--- src/rtl/spike_rate_display_if.sv ---
// -----------------------------------------------------------------------------
// spike_rate_display_if
//
// Purpose : Bundles the data path of the spike-rate display. The classifier bit
//           goes in, and the latched rate plus its 7-segment pattern come out.
//
// Signals :
//   spike_in    1  classifier output, synchronous to the block clock
//   rate_out    4  edge count of the last completed window, saturated at 15
//   rate_valid  1  one-cycle pulse when rate_out has just been updated
//   seg_out     8  active-high segments, bit0=a .. bit6=g, bit7=dp
//
// Modports:
//   master : drives spike_in and observes the display (classifier / bench side)
//   slave  : consumes spike_in and drives the display (spike_rate_display)
// -----------------------------------------------------------------------------
interface spike_rate_display_if;
  logic       spike_in;
  logic [3:0] rate_out;
  logic       rate_valid;
  logic [7:0] seg_out;

  modport master (
    output spike_in,
    input  rate_out,
    input  rate_valid,
    input  seg_out
  );

  modport slave (
    input  spike_in,
    output rate_out,
    output rate_valid,
    output seg_out
  );
endinterface : spike_rate_display_if

--- src/rtl/spike_rate_display.sv ---
// -----------------------------------------------------------------------------
// spike_rate_display
//
// Purpose : Counts rising edges of the perceptron classification bit over a
//           fixed window of WINDOW_CYCLES clocks. At each window boundary it
//           latches the count, saturated to 4 bits, and shows it as a hex
//           digit on a 7-segment display.
//
// Parameters:
//   WINDOW_CYCLES  window length in clocks, legal range 2 .. 2^24-1
//
// Ports:
//   clk    input   clock
//   rst_n  input   asynchronous active-low reset
//   bus    slave   spike_in in; rate_out, rate_valid, seg_out out
//
// Build option:
//   SPIKE_RATE_OVF_DP_EN  when defined, an overflow flag is kept and drives
//                         the decimal point (seg_out[7]). This happens when
//                         the last window had more than 15 edges. When it is
//                         not defined, the dp is tied low and the flag is
//                         not built.
//
// The block has a single running state and no FSM. Counting starts on the
// first clock after reset release, with the window counter at 0.
// -----------------------------------------------------------------------------
module spike_rate_display #(
  parameter logic [23:0] WINDOW_CYCLES = 24'd10_000_000
) (
  input  logic                  clk,
  input  logic                  rst_n,
  spike_rate_display_if.slave   bus
);

  localparam logic [23:0] LAST_CYCLE = WINDOW_CYCLES - 24'd1;

  logic        prev_q;
  logic [23:0] wcnt_q, wcnt_d;
  logic [4:0]  acc_q, acc_d;
  logic [3:0]  rate_q, rate_d;
  logic        rate_valid_q;

  logic        spike_edge;
  logic        terminal;
  logic [4:0]  closing_count;
  logic [6:0]  seg7;
  logic        dp;

  // ---------------------------------------------------------------------------
  // Next-state logic
  // ---------------------------------------------------------------------------
  always_comb begin
    // NOTE: every output of this block is given a default first, so no path
    // leaves a signal unassigned and no latch is inferred.
    spike_edge    = bus.spike_in & ~prev_q;
    terminal      = (wcnt_q == LAST_CYCLE);
    // acc saturates at 16, so acc + edge is at most 17 and fits in 5 bits.
    closing_count = acc_q + {4'd0, spike_edge};

    wcnt_d = wcnt_q + 24'd1;
    acc_d  = acc_q;
    rate_d = rate_q;

    if (terminal) begin
      // An edge on the terminal cycle belongs to the window that is closing.
      wcnt_d = '0;
      acc_d  = '0;
      rate_d = (closing_count > 5'd15) ? 4'hF : closing_count[3:0];
    end else if (spike_edge && (acc_q < 5'd16)) begin
      acc_d = acc_q + 5'd1;
    end
  end

  // ---------------------------------------------------------------------------
  // State registers
  // ---------------------------------------------------------------------------
  always_ff @(posedge clk or negedge rst_n) begin
    // NOTE: sequential state uses non-blocking assignments only, so all
    // registers update together from values sampled before the edge.
    if (!rst_n) begin
      prev_q       <= 1'b0;
      wcnt_q       <= '0;
      acc_q        <= '0;
      rate_q       <= '0;
      rate_valid_q <= 1'b0;
    end else begin
      prev_q       <= bus.spike_in;
      wcnt_q       <= wcnt_d;
      acc_q        <= acc_d;
      rate_q       <= rate_d;
      rate_valid_q <= terminal;
    end
  end

`ifdef SPIKE_RATE_OVF_DP_EN
  logic ovf_q;

  always_ff @(posedge clk or negedge rst_n) begin
    if (!rst_n) begin
      ovf_q <= 1'b0;
    end else if (terminal) begin
      ovf_q <= (closing_count > 5'd15);
    end
  end

  assign dp = ovf_q;
`else
  assign dp = 1'b0;
`endif

  // ---------------------------------------------------------------------------
  // Hex to 7-segment decode. It is driven from the rate register, so the digit
  // holds steady between window updates.
  // ---------------------------------------------------------------------------
  always_comb begin
    seg7 = 7'h3F;
    case (rate_q)
      4'h0: seg7 = 7'h3F;
      4'h1: seg7 = 7'h06;
      4'h2: seg7 = 7'h5B;
      4'h3: seg7 = 7'h4F;
      4'h4: seg7 = 7'h66;
      4'h5: seg7 = 7'h6D;
      4'h6: seg7 = 7'h7D;
      4'h7: seg7 = 7'h07;
      4'h8: seg7 = 7'h7F;
      4'h9: seg7 = 7'h6F;
      4'hA: seg7 = 7'h77;
      4'hB: seg7 = 7'h7C;
      4'hC: seg7 = 7'h39;
      4'hD: seg7 = 7'h5E;
      4'hE: seg7 = 7'h79;
      4'hF: seg7 = 7'h71;
      default: seg7 = 7'h3F;
    endcase
  end

  assign bus.rate_out   = rate_q;
  assign bus.rate_valid = rate_valid_q;
  assign bus.seg_out    = {dp, seg7};

endmodule : spike_rate_display

--- src/flat_wrapper.sv ---
// flat-port wrapper written by rule: the top's interface ports become plain ports
module spike_rate_display_flat 
#(
  parameter logic [23:0] WINDOW_CYCLES = 24'd10_000_000
)
  (clk, rst_n, bus_spike_in, bus_rate_out, bus_rate_valid, bus_seg_out);
  spike_rate_display_if bus_i ();
  input  logic clk;
  input  logic rst_n;
  input wire logic [$bits(bus_i.spike_in)-1:0] bus_spike_in;
  output wire logic [$bits(bus_i.rate_out)-1:0] bus_rate_out;
  output wire logic [$bits(bus_i.rate_valid)-1:0] bus_rate_valid;
  output wire logic [$bits(bus_i.seg_out)-1:0] bus_seg_out;
  assign bus_i.spike_in = bus_spike_in;
  assign bus_rate_out = bus_i.rate_out;
  assign bus_rate_valid = bus_i.rate_valid;
  assign bus_seg_out = bus_i.seg_out;
  spike_rate_display #(.WINDOW_CYCLES(WINDOW_CYCLES)) u_core (.clk(clk), .rst_n(rst_n), .bus(bus_i));
endmodule
--- config.mk ---
export PLATFORM = sky130hd
export DESIGN_NAME = spike_rate_display_flat
export DESIGN_NICKNAME = d
export VERILOG_FILES = /design/src/rtl/spike_rate_display_if.sv /design/src/rtl/spike_rate_display.sv /design/src/flat_wrapper.sv
export SDC_FILE = /design/constraint.sdc
export NUM_CORES = 1
export LEC_CHECK = 0
export ABC_AREA = 1
export CORE_MARGIN = 4
export CORE_UTILIZATION = 60
export CTS_BUF_LIST = sky130_fd_sc_hd__clkbuf_4 sky130_fd_sc_hd__clkbuf_8
export DETAILED_ROUTE_END_ITERATION = 16
export HOLD_SLACK_MARGIN = 0.02
export PLACE_DENSITY = 0.9
export SLEW_MARGIN = 5
export SYNTH_ARGS = -nofsm -noshare
export SYNTH_HDL_FRONTEND = slang
export SYNTH_SLANG_ARGS = --single-unit
--- constraint.sdc ---
create_clock -name clk -period 1.66 [get_ports clk]
set_input_delay 0.166 -clock clk [delete_from_list [all_inputs] [get_ports clk]]
set_output_delay 0.166 -clock clk [all_outputs]
set_load 0.05 [all_outputs]
==> results <==
- For the final database, setup skew stands at around 0.0065 ns.
- Setup violations remaining at the end of the flow were counted as 7.
- The TritonCTS buffer count is 5.
- The net count after synthesis is approximately 330.
- The critical path goes through inv_2, ha_4, a21oi_4, inv_2, a21oi_4, a31oi_4, buf_12.
- The area growth from synthesis to layout is 28.31%.
- After synthesis the netlist holds a flip-flop and latch count of 35.
- The number of pins with negative max-slew slack in the final report came to 0.
- The final net count is ~360.
- The maximum level of the CTS H-tree is 2.
- The floorplan step defined a die boundary enclosing between 4000 and 5000 um^2.
- The largest fanout on the critical path is 4.
- 0 antenna diodes ended up in the layout.
- The critical path starts at u_core.bus.rate_out[0].
- The largest area contributor in the synthesized netlist is sky130_fd_sc_hd__dfrtp_1.
- The startpoint identified for the worst register-to-register timing path is u_core.prev_q.
- The clock drives 35 sinks.
- The tree is rooted in a sky130_fd_sc_hd__clkbuf_8.
- The final reports fail on negative setup slack.
- The detailed placer's ending HPWL is approximately 4000 um.
- The transition time of the tightest slew-check pin is 0.5142 ns.
- The flow ran to the end, but the final reports show violations.
- Ranked by instance count, the synthesized netlist is headed by sky130_fd_sc_hd__nand2_1, sky130_fd_sc_hd__nor2_1, sky130_fd_sc_hd__inv_1, sky130_fd_sc_hd__dfrtp_1, sky130_fd_sc_hd__nand3_1.
- The kind of critical path is reg -> out.
- After synthesis, flip-flops and latches occupy between 30% and 40% of the total area.
- The most common cell in the synthesized netlist is sky130_fd_sc_hd__nand2_1.
- From bottom edge to top edge, the die measures roughly 70 um.
- The later-pin clock latency in the skew report is roughly 0.29 ns.
- The total wire length after detailed routing is ~6000 um.
- The leakage power is about 1.3 nW.
- The classification of the worst-slack hold path is in -> reg.
- The first global-routing pass estimated 9425 um of wire.
- The shortest clock period the worst path allows after layout is 1.802 ns.
- The vias after detailed routing is between 2000 and 2500.
- The final hold violation count is 0.
- Once detail routing completed, the nets flagged for antenna violations numbered 0.
- After synthesis, the largest area contributor takes up roughly 38% of total cell area.
- The initial cell density of the core is about 62%.
- The peak ir drop on the vdd network is slightly above 400 uV.
- The count of hold-fix buffers inserted at cts is 0.
- Among all flip-flop cells after synthesis, the most frequent one is sky130_fd_sc_hd__dfrtp_1.
- In the routed layout, each cell is associated on average with a via count of between 5 and 6.
- The worst setup path is launched from a flop.
- The fraction of the cycle the final worst path needs is 108.6%.
- The synthesized area is ~2300 um^2.
- The slowest cell on the critical path is sky130_fd_sc_hd__dfrtp_2.
- Headroom to the max-slew limit came out at 65.61%.
- The floorplan has 22 rows.
- The areal power density over the cells is between 600 and 700 nW/um^2.
- The worst setup slack after placement is -0.2458 ns.
- The worst setup path is captured at a primary output.
- The number of top-level pins is 16.
- In the synthesized netlist, the number of instances is 315.
- Buffers placed on the I/O ports in this run total 14.
- The critical hold path startpoint is bus_spike_in.
- TritonCTS built the clock tree.
- In the synthesized netlist the async set-or-reset flop fraction comes to 100.0%.
- Once routing completed, OpenROAD measured the worst setup slack at -0.1420 ns.
- The share of cells above drive strength 1 is between 20% and 30%.
- The core outline area is 3661 um^2.
- On the worst path, the slowest cell contributes a delay of 0.45 ns.
- Setup repair after global routing could not meet its margin everywhere.
- The number of antenna violations at the first check in global routing is 0.
- The floorplan step set the die width to 69.59 um.
- The first TritonRoute pass finished after 4 iterations.
- The endpoint arrival time on the critical path is roughly 1.6 ns.
- For this run, design rule violations remaining after detail routing come to 0.
- The number of different library cells in the post-synthesis netlist is 26.
- The all-layer global routing usage is between 20% and 30%.
- Averaged over all synthesized cells, the footprint is around 7.2 um^2.
- Routability-driven placement finished with a final weighted congestion of between 0.9 and 1.
- The number of violations of the max-capacitance limit is 0.
- Clock-pin slew was measured on the worst setup and hold paths at around 0.07 ns.
- The utilization of the core after routing is approximately 80%.
- The number of DRC markers in iteration 0 is 117.
- The overall overflow remaining after global route is 0.
- For this run, the number of Yosys warnings is 0.
- Entering global routing, the biggest net connects 36 pins.
- The number of enable-type register cells in the synthesized netlist is 0.
- The mean routed wirelength per cell is between 15 and 20 um.
- No sink is reached through more buffers than the 2 on the longest clock path.
- The via count of the first global-routing pass is 2160.
- By area the synthesized netlist is led by sky130_fd_sc_hd__dfrtp_1, sky130_fd_sc_hd__nand2_1, sky130_fd_sc_hd__nor2_1.
- The maximum frequency from static timing analysis is about 550 MHz.
- Data on the critical path is required at its endpoint by ~1.5 ns.
## critical path: cells and delay by family (launching register included)
kind	cells	cell delay [ns]
buffers and inverters	3	0.35
flip-flops	1	0.45
adder cells (fa/ha/maj)	1	0.21
AO/OA/AOI/OAI	3	0.34
## cell type report
class                      instances  area [um^2]
clock inverter                     1        7.507
fill                             226        740.7
inverter                          42        168.9
tap                               48        60.06
timing repair buffer              27        302.8
clock buffer                       7        96.34
multi-input combinational        237         1404
sequential                        35        880.8
## power by group
| group | total (mW) | switching (mW) | internal [mW] |
|---|---|---|---|
| clock network | 0.689 | 0.311 | 0.377 |
| registers | 1.01 | 0.102 | 0.912 |
| logic | 0.313 | 0.172 | 0.140 |
| total | 2.02 | 0.586 | 1.43 |
## worst paths after layout
kind                                           to  depth (start not counted)  slack (ns)
setup / recovery                   bus_seg_out[3]                          7       -0.14
hold / removal                      u_core.prev_q                          1        0.04
setup reg to reg           u_core.bus.rate_out[3]                          8        0.10
hold reg to reg                  u_core.wcnt_q[2]                          1        0.55
max in group asynchronous  u_core.bus.rate_out[3]                          2        1.03
min in group asynchronous         u_core.acc_q[4]                          2        0.29
## flip-flops by register name, indices dropped and copies added (netlist names)
register	cells
u_core.wcnt_q	24
u_core.bus.rate_valid	1
u_core.bus.rate_out	4
u_core.prev_q	1
u_core.acc_q	5
## through the flow
stage | setup TNS, ns | std cells | power (mW) | cell area, um^2 | hold WS (ns)
floorplan | -0.001740 | 315 | 1.201 | 2331 | -0.1296
global placement | -0.4319 | 383 | 1.265 | 2624 | 0.5162
detailed placement | -0.9377 | 383 | 1.296 | 2624 | 0.5359
CTS | -0.6049 | 394 | 1.991 | 2785 | 0.3103
global route | -0.9950 | 397 | 2.122 | 2920 | 0.05033
finish | -0.6589 | 397 | 2.015 | 2920 | 0.04018
## cell families (layout without fill, tap and decap cells)
family | count (synthesis) | count (layout) | share of synthesized area, %
AND/OR/NAND/NOR | 192 | 192 | 37.05
buffers and inverters | 43 | 77 | 7.367
flip-flops | 35 | 35 | 38.48
XOR/XNOR | 20 | 20 | 7.697
AO/OA/AOI/OAI | 13 | 13 | 3.189
adder cells (fa/ha/maj) | 11 | 11 | 6.047
other | 1 | 1 | 0.1648
## cells in the final DEF (no fill, tap or decap), types with 5 or more instances in the layout
cell and count:
sky130_fd_sc_hd__nand2_1 84, sky130_fd_sc_hd__nor2_1 53, sky130_fd_sc_hd__inv_1 33, sky130_fd_sc_hd__dfrtp_1 31, sky130_fd_sc_hd__nand3_1 21, sky130_fd_sc_hd__xor2_1 16, sky130_fd_sc_hd__buf_4 14, sky130_fd_sc_hd__nand2_2 7
sky130_fd_sc_hd__clkbuf_8 7, sky130_fd_sc_hd__nor2_2 6, sky130_fd_sc_hd__nand4_1 6, sky130_fd_sc_hd__ha_2 6, sky130_fd_sc_hd__buf_12 6, sky130_fd_sc_hd__inv_2 5
## metal layers
| metal | share of wire (%) | routed length, um | GRT usage (%) | vias to the layer above |
|---|---|---|---|---|
| met5 | 0 | 0 | 0 | - |
| met4 | 1.7 | 104 | 8.677 | 0 |
| met3 | 5.6 | 338 | 4.058 | 11 |
| met2 | 52 | 3131 | 44.49 | 59 |
| met1 | 40 | 2419 | 27.31 | 1007 |
| li1 | - | - | - | 1045 |
## timing repair
| item | in CTS | in global routing |
|---|---|---|
| buffers inserted | 3 | 3 |
| pin swaps | 3 | 9 |
| gates resized for setup | 11 | 31 |
| setup endpoints to repair | 6 | 11 |
(Power assumes the default switching activity.)
